## config.mk

```make
export PLATFORM = sky130hd
export DESIGN_NAME = mem_port_arbiter
export DESIGN_NICKNAME = d
export VERILOG_FILES = /design/src/rtl/mem_port_arbiter.sv
export SDC_FILE = /design/constraint.sdc
export NUM_CORES = 1
export LEC_CHECK = 0
export BUFFER_PORTS_ARGS = -buffer_cell sky130_fd_sc_hd__buf_2
export CAP_MARGIN = 20
export CORE_UTILIZATION = 51
export CTS_CLUSTER_SIZE = 30
export DETAILED_ROUTE_END_ITERATION = 10
export GPL_ROUTABILITY_DRIVEN = 0
export PLACE_DENSITY = 0.85
export SLEW_MARGIN = 5
export SYNTH_ARGS = -nofsm -noshare
export SYNTH_HDL_FRONTEND = slang
export SYNTH_SLANG_ARGS = --single-unit
```

## constraint.sdc

```tcl
create_clock -name clk -period 3.65 [get_ports clk]
set_input_delay 0.5475 -clock clk [delete_from_list [all_inputs] [get_ports clk]]
set_output_delay 0.5475 -clock clk [all_outputs]
set_load 0.02 [all_outputs]
```

## src/rtl/mem_port_arbiter.sv

```systemverilog
// ---------------------------------------------------------------------------
// mem_port_arbiter
//
// Shares one single-ported, fixed-latency memory between the instruction
// fetch stage (I) and the data stage (D). Requests are held levels. Only one
// access is in flight at a time. D has priority, but a starvation counter
// forces an I grant once STARVE_MAX consecutive D grants have been made while
// I was waiting. Each access produces a one-cycle done pulse and registered
// read data. The stall outputs feed the enable-gated pipeline registers.
//
// Parameters
//   LATENCY    : cycles from the mem_en cycle to the rdata-valid cycle,
//                inclusive (1..15)
//   STARVE_MAX : consecutive D grants allowed while i_req pends (1..7)
//
// Ports
//   clk, rst                       : clock, asynchronous active-low reset
//   i_req, i_addr                  : fetch request (held until i_done)
//   d_req, d_wr, d_addr, d_wdata   : data request (held until d_done)
//   mem_en, mem_wr, mem_addr,
//   mem_wdata                      : registered memory command
//   mem_rdata                      : memory read data, valid when cnt == 0
//   i_done, i_rdata                : fetch completion pulse and data
//   d_done, d_rdata                : data completion pulse and load data
//   i_stall, d_stall               : combinational stalls for the pipeline
// ---------------------------------------------------------------------------
module mem_port_arbiter #(
  parameter int LATENCY    = 4,
  parameter int STARVE_MAX = 3
) (
  input  logic        clk,
  input  logic        rst,
  input  logic        i_req,
  input  logic [15:0] i_addr,
  input  logic        d_req,
  input  logic        d_wr,
  input  logic [15:0] d_addr,
  input  logic [15:0] d_wdata,
  output logic        mem_en,
  output logic        mem_wr,
  output logic [15:0] mem_addr,
  output logic [15:0] mem_wdata,
  input  logic [15:0] mem_rdata,
  output logic        i_done,
  output logic [15:0] i_rdata,
  output logic        d_done,
  output logic [15:0] d_rdata,
  output logic        i_stall,
  output logic        d_stall
);

  typedef enum logic [1:0] {
    IDLE = 2'd0,
    BUSY = 2'd1,
    DONE = 2'd2
  } state_t;

  localparam logic [3:0] CNT_INIT   = 4'(LATENCY - 1);
  localparam logic [2:0] STARVE_LIM = 3'(STARVE_MAX);

  // Owner encoding: 0 = fetch, 1 = data.
  localparam logic OWN_I = 1'b0;
  localparam logic OWN_D = 1'b1;

  state_t      state_q, state_d;
  logic        owner_q, owner_d;
  logic [3:0]  cnt_q, cnt_d;
  logic [2:0]  starve_q, starve_d;
  logic        mem_en_q, mem_en_d;
  logic        mem_wr_q, mem_wr_d;
  logic [15:0] mem_addr_q, mem_addr_d;
  logic [15:0] mem_wdata_q, mem_wdata_d;
  logic        i_done_q, i_done_d;
  logic        d_done_q, d_done_d;
  logic [15:0] i_rdata_q, i_rdata_d;
  logic [15:0] d_rdata_q, d_rdata_d;

  logic arb_phase;
  logic i_elig;
  logic d_elig;
  logic starve_hit;
  logic grant_i;
  logic grant_d;
  logic last_beat;

  // -------------------------------------------------------------------------
  // State and datapath registers
  // -------------------------------------------------------------------------
  always_ff @(posedge clk or negedge rst) begin
    if (!rst) begin
      state_q     <= IDLE;
      owner_q     <= 1'b0;
      cnt_q       <= '0;
      starve_q    <= '0;
      mem_en_q    <= 1'b0;
      mem_wr_q    <= 1'b0;
      mem_addr_q  <= '0;
      mem_wdata_q <= '0;
      i_done_q    <= 1'b0;
      d_done_q    <= 1'b0;
      i_rdata_q   <= '0;
      d_rdata_q   <= '0;
    end else begin
      state_q     <= state_d;
      owner_q     <= owner_d;
      cnt_q       <= cnt_d;
      starve_q    <= starve_d;
      mem_en_q    <= mem_en_d;
      mem_wr_q    <= mem_wr_d;
      mem_addr_q  <= mem_addr_d;
      mem_wdata_q <= mem_wdata_d;
      i_done_q    <= i_done_d;
      d_done_q    <= d_done_d;
      i_rdata_q   <= i_rdata_d;
      d_rdata_q   <= d_rdata_d;
    end
  end

  // -------------------------------------------------------------------------
  // Arbitration and next state
  // -------------------------------------------------------------------------
  always_comb begin
    arb_phase = (state_q == IDLE) || (state_q == DONE);
    // In DONE the requester just served still has its request up for this
    // cycle; that level belongs to the finished access, so it is masked.
    i_elig     = i_req && !((state_q == DONE) && (owner_q == OWN_I));
    d_elig     = d_req && !((state_q == DONE) && (owner_q == OWN_D));
    starve_hit = (starve_q == STARVE_LIM) && i_elig;
    grant_d    = arb_phase && d_elig && !starve_hit;
    grant_i    = arb_phase && i_elig && !grant_d;
    last_beat  = (state_q == BUSY) && (cnt_q == 4'd0);

    state_d = state_q;
    case (state_q)
      IDLE, DONE: state_d = (grant_i || grant_d) ? BUSY : IDLE;
      BUSY:       state_d = last_beat ? DONE : BUSY;
      default:    state_d = IDLE;
    endcase
  end

  // -------------------------------------------------------------------------
  // Output / datapath next values
  // -------------------------------------------------------------------------
  always_comb begin
    owner_d     = owner_q;
    cnt_d       = cnt_q;
    starve_d    = starve_q;
    mem_wr_d    = mem_wr_q;
    mem_addr_d  = mem_addr_q;
    mem_wdata_d = mem_wdata_q;
    i_rdata_d   = i_rdata_q;
    d_rdata_d   = d_rdata_q;

    // The strobe is registered from the grant, so it is high exactly in the
    // first BUSY cycle.
    mem_en_d = grant_i || grant_d;
    i_done_d = last_beat && (owner_q == OWN_I);
    d_done_d = last_beat && (owner_q == OWN_D);

    if (grant_d) begin
      owner_d     = OWN_D;
      cnt_d       = CNT_INIT;
      mem_wr_d    = d_wr;
      mem_addr_d  = d_addr;
      mem_wdata_d = d_wdata;
      if (i_req && (starve_q != STARVE_LIM)) begin
        starve_d = starve_q + 3'd1;
      end
    end else if (grant_i) begin
      owner_d     = OWN_I;
      cnt_d       = CNT_INIT;
      mem_wr_d    = 1'b0;
      mem_addr_d  = i_addr;
      mem_wdata_d = '0;
      starve_d    = '0;
    end else if ((state_q == BUSY) && (cnt_q != 4'd0)) begin
      cnt_d = cnt_q - 4'd1;
    end

    // Writes leave the read-data registers untouched.
    if (last_beat && !mem_wr_q) begin
      if (owner_q == OWN_I) begin
        i_rdata_d = mem_rdata;
      end else begin
        d_rdata_d = mem_rdata;
      end
    end
  end

  assign mem_en    = mem_en_q;
  assign mem_wr    = mem_wr_q;
  assign mem_addr  = mem_addr_q;
  assign mem_wdata = mem_wdata_q;
  assign i_done    = i_done_q;
  assign d_done    = d_done_q;
  assign i_rdata   = i_rdata_q;
  assign d_rdata   = d_rdata_q;
  assign i_stall   = i_req & ~i_done_q;
  assign d_stall   = d_req & ~d_done_q;

endmodule

```

==> impl_table.tex <==
\begin{tabular}{lr}
\hline
Metric & Value \\
\hline
\multicolumn{2}{l}{\textbf{CTS}} \\
Clock tree from TritonCTS & done \\
Number of levels in the clock H-tree & 3 \\
\# Post-CTS Setup Buffers & 0 \\
Largest buffer count on any clock path & 2 \\
Clock transition time at the flip-flop clock pins of the worst setup and hold paths & 70 ps \\
Clock net sink count & 78 \\
Clk\_lat worst skew & 340 ps \\
Hold-fix buffers, CTS & 0 \\
Total CTS buffers & 9 \\
Cell at the root of the clock tree & sky130\_fd\_sc\_hd\_\_clkbuf\_8 \\
Gates resized, CTS repair & 0 \\
\multicolumn{2}{l}{\textbf{Synthesis}} \\
Unique cell type count in the Yosys netlist & 35 \\
Sequential cell area fraction in the yosys report & 61.3\% \\
Number of cells produced by synthesis & 234 \\
Avg Inst Size Synth & 13.6 µm² \\
Total standard cell area after synthesis & 0.00318 mm² \\
Synthesized Nets & 306 \\
Flip-flop and latch count after synthesis & 78 \\
Yosys warning count & 0 \\
\multicolumn{2}{l}{\textbf{Die}} \\
Core Box Area & 0.00596 mm² \\
Floorplan row count & 28 \\
Width of the chip & 81.0 µm \\
Height of the chip & 81.0 µm \\
Area of the die & 0.00656 mm² \\
Starting Density & 53.5\% \\
Total I/O pin count & 139 \\
\multicolumn{2}{l}{\textbf{Critical path}} \\
Worst-case register-to-register setup slack & 1060 ps \\
Critical Path Fanout Max & 16 \\
R2R Path End & i\_rdata[8]\$\_DFFE\_PN0P\_ \\
Critical path start-end classification & reg -> reg \\
Arrival time worst endpoint & 2810 ps \\
Kind of launch point of the worst setup path & flip-flop \\
R2R cell count & 6 \\
Required arrival time at the worst endpoint & 3870 ps \\
Critical R2R Launch & cnt\_q[0]\$\_DFFE\_PN0P\_ \\
Crit path capture type & flip-flop \\
\multicolumn{2}{l}{\textbf{Timing}} \\
Maximum clock skew at final layout & 6.14 ps \\
Period utilisation layout & 71.0\% \\
Final Max Tran Viols & 0 \\
Post-layout min period & 2590 ps \\
Worst rel slew slack & 37.5\% \\
Max Freq & 0.386 GHz \\
Post-Route Setup TNS & 0 ps \\
Final number of hold-violating endpoints & 0 \\
Least-Margin Pin Slew & 937 ps \\
Final setup violation count & 0 \\
RSZ-0062 raised after global routing & false \\
\multicolumn{2}{l}{\textbf{Layout}} \\
Signed area change from the synthesized netlist to the final layout & 30.4\% \\
Post-layout utilization of the core & 69.7\% \\
Share of layout cells above drive strength 1 & 51.3\% \\
Antenna diode count & 0 \\
Fin area & 0.00415 mm² \\
Number of nets in the final layout & 443 \\
Final Non-Filler Cells & 451 \\
\multicolumn{2}{l}{\textbf{Placement}} \\
DP HPWL & 4690 µm \\
Post-place instance area & 0.00393 mm² \\
Port-buffer cells & 138 \\
Placed cell count & 435 \\
\multicolumn{2}{l}{\textbf{Drt}} \\
Post-detailed-route count of antenna-violating nets & 0 \\
DRC violations left & 0 \\
Final wirelength & 6540 µm \\
Via count & 2291 \\
Starting DRT DRC Count & 99 \\
Iteration count of the initial detailed-routing pass & 4 \\
Routed wirelength normalized by instance count & 14.5 µm \\
Average vias per placed instance & 5.08 \\
\multicolumn{2}{l}{\textbf{Global route}} \\
Number of global-route vias before repair & 2190 \\
Wire length of the first global-routing pass & 10200 µm \\
GRT Util Overall & 20.9\% \\
Total congestion overflow & 0 \\
Largest net degree at the start of global routing & 79 \\
Number of antenna violations at the first check in global routing & 0 \\
\multicolumn{2}{l}{\textbf{Power and ir drop}} \\
Static power due to leakage & 2.18 nW \\
PwrDens & 921 mW/mm² \\
Peak supply drop & 0.598 mV \\
\multicolumn{2}{l}{\textbf{Run status}} \\
Outcome & finished clean \\
\multicolumn{2}{l}{\textbf{Worst hold path}} \\
Type of the tightest min-delay check & in -> async \\
\multicolumn{2}{l}{\textbf{Run}} \\
Number of violations of the max-capacitance limit & 0 \\
\hline
\end{tabular}
[flip-flops by register name, summed over array words and instances, names as in the netlist]
signal,cells
mem_wr,1
mem_addr,16
mem_wdata,16
i_done,1
i_rdata,16
cnt_q,4
d_rdata,16
starve_q,3
mem_en,1
d_done,1
owner_q,1
state_q,2
[synth_stat cells, drive strengths merged]
cell     number  area share, %
xnor2         1           0.28
a32o          1           0.31
dfrtp        78             61
a22o         17            4.7
ha            3            1.2
o2bb2ai       1           0.28
nand4b        1           0.28
and2          1           0.20
xor2          1           0.28
a221o         1           0.31
or3b          2           0.63
nor2          5           0.59
a311oi        1           0.28
nor3          2           0.67
buf           7            1.5
nand3         1           0.16
a21o          2           0.47
nor2b         2           0.39
a21bo         1           0.31
mux2         32             12
a21oi         2           0.31
o21ai        16            2.5
mux2i        17            5.3
inv           7           0.82
clkbuf        6           0.71
nand2b        1           0.20
o211ai        1           0.24
nand3b        1           0.63
nand2        23            2.7
[cell families after synthesis]
kind of cell    synth area share, %
compound gates                 9.71
simple gates                   6.44
xor+xnor                      0.550
fa+ha+maj                      1.18
flops                          61.3
mux                            17.8
buf+inv                        2.99
[cell usage in the layout, fill, tap and decap left out, types with 2 or more instances in the layout]
master                      count
sky130_fd_sc_hd__buf_2        137
sky130_fd_sc_hd__nor2_1         5
sky130_fd_sc_hd__mux2_2        22
sky130_fd_sc_hd__buf_4          2
sky130_fd_sc_hd__inv_1          6
sky130_fd_sc_hd__bufinv_16      2
sky130_fd_sc_hd__dfrtp_1       78
sky130_fd_sc_hd__mux2_4        10
sky130_fd_sc_hd__nand2_1       23
sky130_fd_sc_hd__ha_1           3
sky130_fd_sc_hd__nor2b_1        2
sky130_fd_sc_hd__o21ai_0       16
sky130_fd_sc_hd__a21o_1         2
sky130_fd_sc_hd__clkbuf_8      10
sky130_fd_sc_hd__a21oi_1        2
sky130_fd_sc_hd__a22o_1        17
sky130_fd_sc_hd__mux2i_1       17
[power breakdown]
group          total, mW  leakage (nW)  internal [mW]  switching, mW
Clock              0.704         0.110          0.405          0.298
Sequential          1.50         0.965           1.26          0.239
Combinational       1.62          1.11          0.680          0.943
Total               3.82          2.18           2.34           1.48
[critical path: stages, from the launching register on]
cell,delay [ps]
sky130_fd_sc_hd__dfrtp_1,390
sky130_fd_sc_hd__inv_1,90
sky130_fd_sc_hd__ha_1,180
sky130_fd_sc_hd__or3b_1,390
sky130_fd_sc_hd__or3b_4,420
sky130_fd_sc_hd__nor3_4,590
sky130_fd_sc_hd__mux2_2,410
[through the flow]
| step | hold slack, ps | worst slack (ps) | power (mW) |
|---|---|---|---|
| 2_1_floorplan | 252 | 1370 | 2.59 |
| 3_3_place_gp | 460 | 1140 | 3.07 |
| 3_5_place_dp | 466 | 1050 | 3.15 |
| 4_1_cts | 380 | 1050 | 3.87 |
| 5_1_grt | 402 | 907 | 4.09 |
| 6_report | 322 | 1060 | 3.82 |
[final cells by class]
| type | instances | area [µm²] |
|---|---|---|
| clock inverters | 5 | 81.3 |
| inverters | 7 | 26.3 |
| clock buffers | 11 | 141 |
| fillers | 449 | 1800 |
| repair buffers | 139 | 701 |
| flip-flops and latches | 78 | 1950 |
| multi-input cells | 136 | 1160 |
| well taps | 75 | 93.8 |
[how the worst max path moves through the flow]
stage                               startpoint                      end  slack (ps)  cells after the start
final                     cnt_q[0]$_DFFE_PN0P_   i_rdata[8]$_DFFE_PN0P_        1060                      6
after global routing      cnt_q[0]$_DFFE_PN0P_  i_rdata[11]$_DFFE_PN0P_         910                      6
after CTS                 cnt_q[0]$_DFFE_PN0P_   i_rdata[8]$_DFFE_PN0P_        1050                      6
after detailed placement  cnt_q[0]$_DFFE_PN0P_   i_rdata[8]$_DFFE_PN0P_        1050                      6
after global placement    cnt_q[0]$_DFFE_PN0P_  i_rdata[10]$_DFFE_PN0P_        1140                      6
after floorplan           cnt_q[0]$_DFFE_PN0P_  i_rdata[10]$_DFFE_PN0P_        1370                      7
[metal layers]
| layer | routed length, µm | vias up | global-route usage, % |
|---|---|---|---|
| met3 | 524 | 9 | 5.51 |
| met1 | 2820 | 1073 | 25.3 |
| met2 | 3110 | 108 | 34.6 |
| met5 | 0 | - | 0 |
| li1 | - | 1101 | - |
| met4 | 84 | 0 | 10.4 |
No activity file was read; power rests on OpenSTA's default activity.
